### src/rtl/uart_tx_arbiter.sv
// uart_tx_arbiter: UART transmit front end. A general-data FIFO and a
// valid/ready stream channel share one serializer; the source is chosen only
// in IDLE, so a frame is never split between sources.
// Optional feature: define UART_TX_PARITY_EN to append an even-parity bit
// after the data bits.
module uart_tx_arbiter #(
  parameter int BAUD_DIV   = 868,
  parameter int DATA_W     = 8,
  parameter int FIFO_DEPTH = 32,
  parameter int STOP_BITS  = 1
) (
  input  logic                            Clock,
  input  logic                            Reset,
  input  logic [DATA_W-1:0]               generalData,
  input  logic                            generalWrite,
  output logic                            generalFull,
  output logic [$clog2(FIFO_DEPTH):0]     generalCount,
  output logic                            overflow,
  input  logic                            streamMode,
  input  logic [DATA_W-1:0]               streamData,
  input  logic                            streamValid,
  output logic                            streamReady,
  output logic                            SDO,
  output logic                            TxBusy
);

  localparam int AW = $clog2(FIFO_DEPTH);
  localparam int BW = (BAUD_DIV > 1) ? $clog2(BAUD_DIV) : 1;
  localparam int CW = $clog2(DATA_W + 1);

`ifdef UART_TX_PARITY_EN
  typedef enum logic [2:0] {IDLE, START, DATA, PARITY, STOP} txState_t;
`else
  typedef enum logic [1:0] {IDLE, START, DATA, STOP} txState_t;
`endif

  txState_t state, stateNext;

  // FIFO storage and pointers (AW+1 bits, MSB is the wrap bit)
  logic [DATA_W-1:0] fifoMem [FIFO_DEPTH];
  logic [AW:0]       wrPtr, rdPtr;
  logic              fifoEmpty, fifoFull, wrAccept, popFifo;
  logic [DATA_W-1:0] headData;

  // Serializer datapath
  logic [BW-1:0]     baudCnt;
  logic [CW-1:0]     bitCnt;
  logic [DATA_W-1:0] shiftReg;
  logic              parityBit;
  logic              bitDone, lastData, lastStop;
  logic              streamTake, loadFrame;
  logic [DATA_W-1:0] loadData;

  assign fifoEmpty    = (wrPtr == rdPtr);
  assign fifoFull     = (wrPtr[AW] != rdPtr[AW]) && (wrPtr[AW-1:0] == rdPtr[AW-1:0]);
  assign generalFull  = fifoFull;
  assign generalCount = wrPtr - rdPtr;
  assign headData     = fifoMem[rdPtr[AW-1:0]];

  // Fullness is judged before this cycle's pop, so a write while full is dropped
  assign wrAccept    = generalWrite && !fifoFull;
  assign popFifo     = (state == IDLE) && !streamMode && !fifoEmpty;
  assign streamReady = (state == IDLE) && streamMode;
  assign streamTake  = streamReady && streamValid;
  assign loadFrame   = popFifo || streamTake;
  assign loadData    = streamMode ? streamData : headData;

  assign bitDone  = (baudCnt == BW'(BAUD_DIV - 1));
  assign lastData = (bitCnt == CW'(DATA_W - 1));
  assign lastStop = (bitCnt == CW'(STOP_BITS - 1));

  // FIFO pointers and sticky overflow flag
  always_ff @(posedge Clock) begin
    if (Reset) begin
      wrPtr    <= '0;
      rdPtr    <= '0;
      overflow <= 1'b0;
    end else begin
      if (wrAccept)
        wrPtr <= wrPtr + 1'b1;
      if (popFifo)
        rdPtr <= rdPtr + 1'b1;
      if (generalWrite && fifoFull)
        overflow <= 1'b1;
    end
  end

  // FIFO storage write (contents need no reset; pointers define validity)
  always_ff @(posedge Clock) begin
    if (wrAccept)
      fifoMem[wrPtr[AW-1:0]] <= generalData;
  end

  // FSM state register
  always_ff @(posedge Clock) begin
    if (Reset)
      state <= IDLE;
    else
      state <= stateNext;
  end

  // FSM next-state logic
  always_comb begin
    stateNext = state;
    case (state)
      IDLE:  if (loadFrame) stateNext = START;
      START: if (bitDone) stateNext = DATA;
      DATA: begin
        if (bitDone && lastData) begin
`ifdef UART_TX_PARITY_EN
          stateNext = PARITY;
`else
          stateNext = STOP;
`endif
        end
      end
`ifdef UART_TX_PARITY_EN
      PARITY: if (bitDone) stateNext = STOP;
`endif
      STOP:  if (bitDone && lastStop) stateNext = IDLE;
      default: stateNext = IDLE;
    endcase
  end

  // Serializer: SDO is registered and updated on the edge that enters each bit,
  // so the line changes on the same edge as the state register
  always_ff @(posedge Clock) begin
    if (Reset) begin
      SDO       <= 1'b1;
      TxBusy    <= 1'b0;
      baudCnt   <= '0;
      bitCnt    <= '0;
      shiftReg  <= '0;
      parityBit <= 1'b0;
    end else begin
      TxBusy <= (stateNext != IDLE);
      if (state == IDLE) begin
        baudCnt <= '0;
        bitCnt  <= '0;
        SDO     <= 1'b1;
        if (loadFrame) begin
          shiftReg  <= loadData;
          parityBit <= ^loadData;
          SDO       <= 1'b0;
        end
      end else begin
        baudCnt <= bitDone ? '0 : baudCnt + 1'b1;
        if (bitDone) begin
          case (stateNext)
            DATA: begin
              SDO      <= shiftReg[0];
              shiftReg <= shiftReg >> 1;
              bitCnt   <= (state == DATA) ? bitCnt + 1'b1 : '0;
            end
`ifdef UART_TX_PARITY_EN
            PARITY: SDO <= parityBit;
`endif
            STOP: begin
              SDO    <= 1'b1;
              bitCnt <= (state == STOP) ? bitCnt + 1'b1 : '0;
            end
            default: SDO <= 1'b1;
          endcase
        end
      end
    end
  end

endmodule

### config.mk
export PLATFORM = sky130hd
export DESIGN_NAME = uart_tx_arbiter
export DESIGN_NICKNAME = d
export VERILOG_FILES = /design/src/rtl/uart_tx_arbiter.sv
export SDC_FILE = /design/constraint.sdc
export NUM_CORES = 1
export LEC_CHECK = 0
export ABC_AREA = 1
export CAP_MARGIN = 20
export CORE_ASPECT_RATIO = 0.6
export CORE_MARGIN = 1.5
export CORE_UTILIZATION = 62
export CTS_CLUSTER_SIZE = 28
export DETAILED_ROUTE_END_ITERATION = 16
export PLACE_DENSITY = 0.76
export REMOVE_ABC_BUFFERS = 1
export SYNTH_ARGS = -nofsm -noshare
export SYNTH_HDL_FRONTEND = slang
export SYNTH_SLANG_ARGS = --single-unit
### constraint.sdc
create_clock -name Clock -period 3 [get_ports Clock]
set_input_delay 0.6 -clock Clock [delete_from_list [all_inputs] [get_ports Clock]]
set_output_delay 0.6 -clock Clock [all_outputs]
set_load 0.02 [all_outputs]
==> impl_metrics.env <==
export IMPL_status="finished clean"
export IMPL_dp_cells=1530
export IMPL_diodes=0
export IMPL_timing_final_crit_period_ns=2.84
export IMPL_start_kind="flop"
export IMPL_synth_edff_count=256
export IMPL_crit_path_end_kind="output port"
export IMPL_synthArstFlopShare_pct=0
export IMPL_track_usage_pct=29.3
export IMPL_grt_max_degree=129
export IMPL_grt_pass1_vias=8546
export IMPL_io_pins=32
export IMPL_worstHoldEndpoint="baudCnt[0]"
export IMPL_syn_to_final_growth_pct=13.6
export IMPL_drv_cap=0
export IMPL_drtAntennaViolNets=0
export IMPL_slew_headroom_pct=57.8
export IMPL_register_area_mm2=0.00857
export IMPL_p_leak_nw=5.50
export IMPL_cts_root_buf="clkbuf_16"
export IMPL_path_class="reg2out"
export IMPL_cts_sinks=300
export IMPL_wl_mm=30.7
export IMPL_avgViaCountPerCell=5.83
export IMPL_slew_violations=0
export IMPL_place_area_mm2=0.0137
export IMPL_antenna_found_initial=0
export IMPL_start_util_pct=63.6
export IMPL_rsz0062_at_grt="yes"
export IMPL_clk_path_buf_depth=3
export IMPL_setup_ws_ns=0.162
export IMPL_drt_pass1_iter_count=7
export IMPL_fmax_mhz=352
export IMPL_fin_area_mm2=0.0145
export IMPL_grt_first_pass_wirelength_mm=47.8
export IMPL_r2r_start="rdPtr[1]"
export IMPL_post_cts_buffers=0
export IMPL_overflow=0
export IMPL_fp_coreArea_mm2=0.0201
export IMPL_worst_pin_slew_ns=0.632
export IMPL_yosys_area_top_type_share_pct=60.1
export IMPL_holdPathStages=1
export IMPL_synth_warnings=0
export IMPL_synth_compound_area_share_pct=2.04
export IMPL_fin_setup_tns_ns=0
export IMPL_min_from="baudCnt[0]"
export IMPL_fin_nets=1321
export IMPL_holdWs_ns=0.455
export IMPL_multiInputGateArea_mm2=0.00370
export IMPL_reg2reg_slack_ns=0.41
export IMPL_hold_buffers=0
export IMPL_worstPathCellList="inv_1 -> ha_1 -> inv_1 -> o31ai_2 -> a21oi_1 -> nor2_1 -> nor2_1 -> xor2_1 -> clkbuf_2"
export IMPL_num_vias=9199
export IMPL_slowest_stage="dfxtp_1"
export IMPL_setup_viol=0
export IMPL_syn_inst=1229
export IMPL_synth_area_leader_cell="edfxtp_1"
export IMPL_ys_seq_elements=300
export IMPL_dieWidth_um=188
export IMPL_yosysUniqueCellTypes=34
export IMPL_gp_congestion=0.892
export IMPL_pre_cts_slack_ns=0.217
export IMPL_clock_latency_ns=0.53
export IMPL_synthesis_area_mm2=0.0128
export IMPL_required_ns=2.40
export IMPL_synth_simple_area_share_pct=24.7
export IMPL_placementRows=40
export IMPL_drc_errors=0
export IMPL_r2r_end="fifoMem[13][2]"
export IMPL_final_common_cell="nand2_1"
export IMPL_cts_tree="built"
export IMPL_clk_pin_slew_ns=0.07
export IMPL_p_total_mw=9.36
export IMPL_die_y_um=114
export IMPL_finalHoldViolCount=0
export IMPL_finish_utilization_pct=72.2
export IMPL_finalClockSkew_ns=0.0109
export IMPL_synth_seq_area_share_pct=67.0
export IMPL_cts_repair_resized=10
export IMPL_r2r_cells=11
export IMPL_ir_drop_v=0.000689
export IMPL_post_drt_wl_per_cell_um=19.4
export IMPL_synth_area_top_cells="edfxtp_1 60%, nand2_1 11%, nand3_1 9.1%, dfxtp_1 6.9%, nor2_1 2.1%"
export IMPL_slowest_delay_ns=0.42
export IMPL_hold_path_class="reg2reg"
export IMPL_synthAdderAreaFrac_pct=1.43
export IMPL_layout_common_cells="389 x nand2_1, 256 x edfxtp_1, 233 x nand3_1, 70 x nor2_1, 65 x inv_1"
export IMPL_port_buffer_count=31
export IMPL_arrival_ns=2.24
export IMPL_die_area_mm2=0.0215
export IMPL_synth_top_family_by_area="simple AND/OR/NAND/NOR gates"
export IMPL_final_cells=1579
export IMPL_cts_htree_levels=1
export IMPL_numCtsBuffers=27
export IMPL_worstPathMaxFanout=4
export IMPL_synth_xor_area_share_pct=0.685
export IMPL_synth_area_mux_share_pct=0
export IMPL_period_share_pct=94.6
export IMPL_num_fill_cells=1431
export IMPL_first_iter_violations=1313
export IMPL_p_per_area_mw_per_mm2=644
export IMPL_synth_area_per_cell_um2=10.4
export IMPL_hpwlAfterDp_mm=19.3
export IMPL_drive_above_1_share_pct=9.80
export IMPL_synth_top_flop_cell="edfxtp_1"
-- synthesized netlist by cell type, types with 2 or more instances --
master	count
nand2_1	389
edfxtp_1	256
nand3_1	233
nor2_1	70
inv_1	66
dfxtp_1	44
buf_2	32
o21ai_0	21
a21oi_1	17
clkbuf_1	14
ha_1	13
nor3_1	13
buf_1	9
xor2_1	9
inv_2	6
nand2_2	6
nor2_2	6
nand4_1	3
nor2_4	3
nor3b_1	3
nand2_4	2
o21bai_1	2
-- routing by layer --
layer	up-vias	GRT usage (%)	wire length (um)
met4	0	8.52	813
met2	526	40.6	12600
met5	-	0	0
li1	4292	-	-
met3	74	5.61	3770
met1	4307	47.0	13500
-- sequential cells by signal, indices dropped and copies added, names as in the netlist, named ones only --
name	flops
wrPtr	6
SDO	1
TxBusy	1
bitCnt	4
shiftReg	8
state	2
overflow	1
fifoMem	256
baudCnt	10
rdPtr	6
-- worst max path at each step --
stage	slack (ns)	end	from	cells after the start
2_1_floorplan	-2.64	shiftReg[6]	flop	11
3_3_place_gp	0.25	generalCount[5]	rdPtr[2]	9
3_5_place_dp	0.22	generalCount[5]	rdPtr[1]	9
4_1_cts	0.002	generalCount[5]	rdPtr[1]	9
5_1_grt	-0.03	generalCount[5]	rdPtr[1]	9
6_report	0.16	generalCount[5]	rdPtr[1]	9
-- cell type report --
cell class / instances / area share (%)
sequential: 300 / 59.0
multi-input combinational: 801 / 25.5
timing repair buffer: 84 / 5.23
clock buffer: 31 / 4.75
tap: 273 / 2.35
inverter: 72 / 1.87
clock inverter: 18 / 1.27
-- power breakdown --
| part | switching (mW) | internal, mW | total [mW] |
|---|---|---|---|
| logic | 0.933 | 0.403 | 1.34 |
| clock network | 1.49 | 1.92 | 3.41 |
| registers | 0.0310 | 4.58 | 4.61 |
-- worst max-delay path: cells and delay by family (launching register included) --
kind	cells	cell delay [ns]
compound gates	2	0.35
flops	1	0.42
fa+ha+maj	1	0.31
simple gates	2	0.16
buf+inv	3	0.32
xor+xnor	1	0.13
-- cells by family after synthesis --
family | Yosys count
AOI/OAI and AO/OA | 46
adders and majority gates | 14
xor gates and xnor gates | 10
and+or+nand+nor | 731
buffers and inverters | 128
DFF | 300
(Power assumes the default switching activity.)
